`config.mk`:
```
export PLATFORM = sky130hd
export DESIGN_NAME = cv32e40x_obi_txn_tracker
export DESIGN_NICKNAME = d
export VERILOG_FILES = /design/src/rtl/cv32e40x_obi_txn_tracker.sv
export SDC_FILE = /design/constraint.sdc
export NUM_CORES = 1
export LEC_CHECK = 0
export ABC_AREA = 1
export CELL_PAD_IN_SITES_DETAIL_PLACEMENT = 0
export CELL_PAD_IN_SITES_GLOBAL_PLACEMENT = 2
export CORE_MARGIN = 2
export CORE_UTILIZATION = 21
export CTS_BUF_LIST = sky130_fd_sc_hd__clkbuf_4 sky130_fd_sc_hd__clkbuf_8
export DETAILED_ROUTE_END_ITERATION = 7
export PLACE_DENSITY_LB_ADDON = 0.12
export SLEW_MARGIN = 25
export SYNTH_ARGS = -nofsm -noshare
export SYNTH_HDL_FRONTEND = slang
export SYNTH_SLANG_ARGS = --single-unit
```
`constraint.sdc`:
```
create_clock -name clk -period 5.27 [get_ports clk]
set_input_delay 1.581 -clock clk [delete_from_list [all_inputs] [get_ports clk]]
set_output_delay 1.581 -clock clk [all_outputs]
set_load 0.03 [all_outputs]
```
`src/rtl/cv32e40x_obi_txn_tracker.sv`:
```
// cv32e40x_obi_txn_tracker
//   Bridges the MPU bus-side valid/ready transfer interface onto the OBI data bus.
//   A request that is not granted in its first cycle is parked in a hold register so
//   that obi_req_o and the address/attributes stay stable until grant. Granted-but-
//   unanswered transactions are counted (limited to DEPTH), and the write flag of each
//   is queued so that every response can be tagged read/write.
// Ports:
//   clk, rst_n            clock, asynchronous active-low reset
//   trans_*               transfer request from the MPU (valid/ready)
//   obi_*                 OBI request (req/gnt) and response (rvalid) channels
//   resp_*                response to MPU/core, combinational from the OBI response
//   outstanding_o         registered count of outstanding transactions
//   one_txn_pend_n_o      next cycle has exactly one pending transaction
module cv32e40x_obi_txn_tracker #(
   parameter int unsigned DEPTH = 2,
   parameter int unsigned CNT_W = $clog2(DEPTH + 1)
) (
   input  logic             clk,
   input  logic             rst_n,
   input  logic             trans_valid_i,
   output logic             trans_ready_o,
   input  logic [31:0]      trans_addr_i,
   input  logic             trans_we_i,
   input  logic [3:0]       trans_be_i,
   input  logic [31:0]      trans_wdata_i,
   output logic             obi_req_o,
   input  logic             obi_gnt_i,
   output logic [31:0]      obi_addr_o,
   output logic             obi_we_o,
   output logic [3:0]       obi_be_o,
   output logic [31:0]      obi_wdata_o,
   input  logic             obi_rvalid_i,
   input  logic [31:0]      obi_rdata_i,
   input  logic             obi_err_i,
   output logic             resp_valid_o,
   output logic [31:0]      resp_rdata_o,
   output logic             resp_err_o,
   output logic             resp_we_o,
   output logic [CNT_W-1:0] outstanding_o,
   output logic             one_txn_pend_n_o
);

   localparam int unsigned    PTR_W   = (DEPTH > 1) ? $clog2(DEPTH) : 1;
   localparam logic [CNT_W:0] DEPTH_P = (CNT_W + 1)'(DEPTH);
   localparam logic [PTR_W-1:0] PTR_LAST = PTR_W'(DEPTH - 1);

   typedef enum logic [0:0] {StIdle, StHold} state_e;

   state_e             state_q, state_d;
   logic [31:0]        addr_q, addr_d;
   logic               we_q, we_d;
   logic [3:0]         be_q, be_d;
   logic [31:0]        wdata_q, wdata_d;
   logic [CNT_W-1:0]   count_q, count_d;
   logic [PTR_W-1:0]   wptr_q, wptr_d, rptr_q, rptr_d;
   logic [DEPTH-1:0]   fifo_q, fifo_d;
   logic [CNT_W:0]     pend, pend_n;
   logic               grant, pop;

   // Request FSM
   always_comb begin
      state_d       = state_q;
      addr_d        = addr_q;
      we_d          = we_q;
      be_d          = be_q;
      wdata_d       = wdata_q;
      trans_ready_o = 1'b0;
      obi_req_o     = 1'b0;
      obi_addr_o    = trans_addr_i;
      obi_we_o      = trans_we_i;
      obi_be_o      = trans_be_i;
      obi_wdata_o   = trans_wdata_i;
      // A parked request already occupies one slot of capacity.
      pend = {1'b0, count_q} + {{CNT_W{1'b0}}, state_q == StHold};
      unique case (state_q)
         StIdle: begin
            // Gated by rst_n so nothing is accepted while reset is held.
            trans_ready_o = rst_n && (pend < DEPTH_P);
            obi_req_o     = trans_valid_i && trans_ready_o;
            if (obi_req_o && !obi_gnt_i) begin
               addr_d  = trans_addr_i;
               we_d    = trans_we_i;
               be_d    = trans_be_i;
               wdata_d = trans_wdata_i;
               state_d = StHold;
            end
         end
         StHold: begin
            obi_req_o   = 1'b1;
            obi_addr_o  = addr_q;
            obi_we_o    = we_q;
            obi_be_o    = be_q;
            obi_wdata_o = wdata_q;
            if (obi_gnt_i) begin
               state_d = StIdle;
            end
         end
         default: state_d = StIdle;
      endcase
   end

   // Outstanding counter and write-flag FIFO
   always_comb begin
      grant  = obi_req_o && obi_gnt_i;
      // A response with nothing outstanding is ignored: no underflow, no pointer move.
      pop    = obi_rvalid_i && (count_q != '0);
      fifo_d = fifo_q;
      wptr_d = wptr_q;
      rptr_d = rptr_q;
      if (grant) begin
         fifo_d[wptr_q] = obi_we_o;
         wptr_d = (wptr_q == PTR_LAST) ? '0 : wptr_q + 1'b1;
      end
      if (pop) begin
         rptr_d = (rptr_q == PTR_LAST) ? '0 : rptr_q + 1'b1;
      end
      count_d = count_q + CNT_W'(grant) - CNT_W'(pop);
      pend_n  = {1'b0, count_d} + {{CNT_W{1'b0}}, state_d == StHold};
      one_txn_pend_n_o = (pend_n == (CNT_W + 1)'(1));
   end

   assign resp_valid_o  = obi_rvalid_i;
   assign resp_rdata_o  = obi_rdata_i;
   assign resp_err_o    = obi_err_i;
   assign resp_we_o     = (count_q != '0) && fifo_q[rptr_q];
   assign outstanding_o = count_q;

   always_ff @(posedge clk or negedge rst_n) begin
      if (!rst_n) begin
         state_q <= StIdle;
         addr_q  <= '0;
         we_q    <= 1'b0;
         be_q    <= '0;
         wdata_q <= '0;
         count_q <= '0;
         wptr_q  <= '0;
         rptr_q  <= '0;
         fifo_q  <= '0;
      end else begin
         state_q <= state_d;
         addr_q  <= addr_d;
         we_q    <= we_d;
         be_q    <= be_d;
         wdata_q <= wdata_d;
         count_q <= count_d;
         wptr_q  <= wptr_d;
         rptr_q  <= rptr_d;
         fifo_q  <= fifo_d;
      end
   end

`ifndef SYNTHESIS
   // Protocol monitors: a stalled OBI request must persist unchanged, and a response
   // must not arrive with nothing outstanding.
   logic        chk_stall_q;
   logic [68:0] chk_attr_q;

   always_ff @(posedge clk or negedge rst_n) begin
      if (!rst_n) begin
         chk_stall_q <= 1'b0;
         chk_attr_q  <= '0;
      end else begin
         if (chk_stall_q) begin
            assert (obi_req_o && ({obi_addr_o, obi_we_o, obi_be_o, obi_wdata_o} == chk_attr_q))
               else $error("OBI request dropped or changed before grant");
         end
         assert (!(obi_rvalid_i && (count_q == '0)))
            else $warning("obi_rvalid_i with no outstanding transaction");
         chk_stall_q <= obi_req_o && !obi_gnt_i;
         chk_attr_q  <= {obi_addr_o, obi_we_o, obi_be_o, obi_wdata_o};
      end
   end
`endif

endmodule

```
==> results.txt <==
* Number of top-level pins: 216
- Number of cells on the worst hold path: 2
- Floorplan Core Area: 19400 um^2
* Gr usage total: 11.0%
* Post-route design area: 5910 um^2
- In this run the worst hold path is classified as reg2reg.
- The detail route stage leaves a number of antenna-violating nets equal to 0.
* Number of clock buffers inserted by TritonCTS: 9
* Least-Margin Pin Slew: 823 ps
- Die area: 20900 um^2
- Based on the critical path, the design can be clocked at up to 194 MHz.
- Peak supply drop: 0.000269 V
- Maximum fanout along the worst path: 2
- Via count of the first global-routing pass: 3451
* Starting utilization of the core area: 21.4%
- After synthesis, flip-flops and latches occupy 45.9% of the total area.
* Final worst clock skew: 12.3 ps
* Die span in x: 144 um
- Fill cell instance count of the final layout: 2157
* CTS Hold Buffers Added: 0
- For this run, the detailed router's first-pass iteration total came to 5.
- The detailed router finished its first iteration with 206 violations.
- The startpoint identified for the worst register-to-register timing path is outstanding_o[1]$_DFF_PN0_.
* Pins over their slew limit: 0
- Top cell type's share of synthesized area: 45.9%
- Via/cell ratio: 3.93
- Total leakage power: 0.00267 uW
- Register-to-register setup slack: 3280 ps
- Number of endpoints failing setup at the final stage: 0
* Dominant synthesized flop cell: dfrtp_1
- CTS root buf: clkbuf_8
- In this run the worst setup path terminates at one_txn_pend_n_o.
- Number of warnings reported in the yosys synthesis log: 0
* Global-route wire length before repair: 17.9 mm
- Yosys mapped the design onto 23 distinct sky130hd cell types.
- The clock period could shrink to 5150 ps.
- Critical path type: in2out
- Counting every net in the synthesized netlist gives 634.
- Largest delay share family, worst path: adder cells
- At the worst endpoint, the required time is 3690 ps.
- After synthesis, the share of flip-flops with an asynchronous set or reset is 100%.
* Power density over cell area: 442 nW/um^2
- Summing over every cut layer, the via total after detailed routing is 3535.
- The synthesized netlist occupies a cell area of 4140 um^2.
- Data arrival time of the worst path: 3570 ps
- In the synthesized netlist, the cells that appear most often are nand2_1 (129), o21ai_0 (106), dfrtp_1 (76).
- The run finished with clean final reports.
- Initial antenna violation count: 0
* GPL Wtd Cong: 0.745
- Summed over all instances, the cell type with the most area after synthesis is dfrtp_1.
- 0 antenna diodes ended up in the layout.
- Post-Place Cell Area: 5640 um^2
- CTS saw 76 sinks.
- Clock transition at the registers of the reported paths: 80 ps
- Total power for the finished layout comes to 2610 uW.
- The die is 144 um tall.
- Of the available clock period, the critical path in the final layout requires 97.7%.
- Measured against its own limit, the worst slew margin works out to 45.1%.
- Total gr overflow: 0
- Synthesis inferred 76 register bits.
* Crit-path slowest cell: ha_1
* Post-synthesis area per instance: 7.92 um^2
- Routed wire per std cell: 12.6 um
* Largest net degree at the start of global routing: 77
* Total number of cells along the worst setup path: 12
* Library cell appearing most often on the critical path: ha_1
- Later-pin clock latency in the skew report: 360 ps
- Walking the worst path, the cells encountered are clkdlybuf4s15_1, nand3_2, nand2_2, nand2_4, ha_4, inv_1, ha_1, xnor2_1, xor2_1, ha_1, nor3b_2, clkbuf_16.
- Sort of element at the end of the critical path: output pin
* Relative area change from synthesis to final layout: 42.6%
- Wirelength, routed: 11.3 mm
* Startpoint type of the worst setup path: input pin
* Clock tree from TritonCTS: built
* Detailed-placement wirelength estimate: 7.76 mm
- The number of hold-slack violations in the final timing report is 0.
- The tool flagged a number of max-cap violations equal to 0.
* Worst hold slack after final layout: 483 ps
* Maximum number of buffers from clock root to sink: 2
* Ranking of synthesized cells by area: dfrtp_1 (46%), o21ai_0 (13%), nand2_1 (12%)
- The critical path starts at trans_valid_i.
* Setup repair after global routing missed its margin: no
- Yosys mapped a number of flops with a built-in enable equal to 0.
- Port buffer count: 149
- Yosys instantiated no cell more often than nand2_1.
* Depth of the worst register-to-register path: 7
* Syn Inst Count: 523
* Std-Cell Rows: 51
- In the final design database the tool counted 741 nets.
- Critical Path Max Stage Delay: 270 ps
- The number of buffers and inverters on the critical path is 3.
- Residual DRC: 0
* Layout cell share with drive strength beyond 1: 12.6%
* Number of H-tree branching levels: 3
- Final Non-Filler Cells: 900
- Endpoint of the lowest-slack register-to-register path: wdata_q[3]$_DFFE_PN0P_
- Dpl cells: 882
-- worst min-delay path by stage --
stage / slack, ps / startpoint / end
final: 480 / we_q$_DFFE_PN0P_ / we_q$_DFFE_PN0P_
after global routing: 490 / we_q$_DFFE_PN0P_ / we_q$_DFFE_PN0P_
after CTS: 480 / we_q$_DFFE_PN0P_ / we_q$_DFFE_PN0P_
after detailed placement: 460 / we_q$_DFFE_PN0P_ / we_q$_DFFE_PN0P_
after global placement: 460 / we_q$_DFFE_PN0P_ / we_q$_DFFE_PN0P_
after floorplan: 440 / we_q$_DFFE_PN0P_ / we_q$_DFFE_PN0P_
-- flip-flops by register name (all words and copies together), names as in the netlist, 2 cells and up --
name           count
wdata_q           32
addr_q            32
outstanding_o      2
fifo_q             2
be_q               4
-- kinds of logic (layout without fill, tap and decap cells) --
kind of cell,count (synthesis),after routing,synth area share (%)
AND/OR/NAND/NOR,162,162,16.5
adder cells (fa/ha/maj),4,4,1.21
buffers and inverters,139,251,17.1
XOR/XNOR,3,3,0.634
flip-flops,76,76,45.9
AO/OA/AOI/OAI,139,139,18.6
-- layout by cell type, fill, tap and decap left out, types with 9 or more instances in the layout --
cell               n
buf_4             11
clkbuf_8           9
clkdlybuf4s50_1  144
dfrtp_1           75
inv_1             74
nand2_1          127
nand2_2           22
o21ai_0          105
o21ai_1           11
o21ai_2           21
-- through the flow --
stage                     utilization, %  worst slack [ps]  setup TNS (ps)
final                               30.5               124               0
after global routing                30.5              10.9               0
after CTS                           30.3              31.2               0
after detailed placement            29.1              -249            -249
after global placement              29.1              -176            -176
after floorplan                        -              44.1               0
-- where the power goes --
part           switching (uW)  internal [uW]  total (uW)
Sequential                156            850        1010
Combinational             606            490        1100
Clock                     230            283         513
Total                     992           1620        2610
-- layer usage --
layer  up-vias  global-route usage, %  routed length [um]  part of all wire [%]
li1       1810                      -                   -                     -
met1      1574                   14.7                5330                    47
met2       121                   16.3                4860                    43
met3        30                   2.62                 722                   6.4
met4         0                   6.29                 410                   3.6
met5         -                      0                   0                     0
-- worst register-to-register path, cell delays in order, from the launching register on --
cell     delay (ps)
dfrtp_1         440
inv_2           120
nand2_2          70
nor2_4          130
nand2_4         420
buf_12          480
nand2_1         140
o21ai_0          80
-- area by class of cell --
type | count | area (um^2) | share of cell area [%]
multi-input combinational | 308 | 1570 | 26.6
sequential | 76 | 1910 | 32.2
tap | 265 | 332 | 5.61
inverter | 75 | 282 | 4.76
clock inverter | 4 | 75.1 | 1.27
timing repair buffer | 160 | 1600 | 27.0
clock buffer | 12 | 146 | 2.48
-- timing repair --
action,4_1_cts,5_1_grt
gates resized for setup,6,6
endpoints found under the hold margin,0,0
pin swaps,7,5
setup endpoints to repair,1,1
buffers inserted,1,1
No activity file was read; power rests on OpenSTA's default activity.
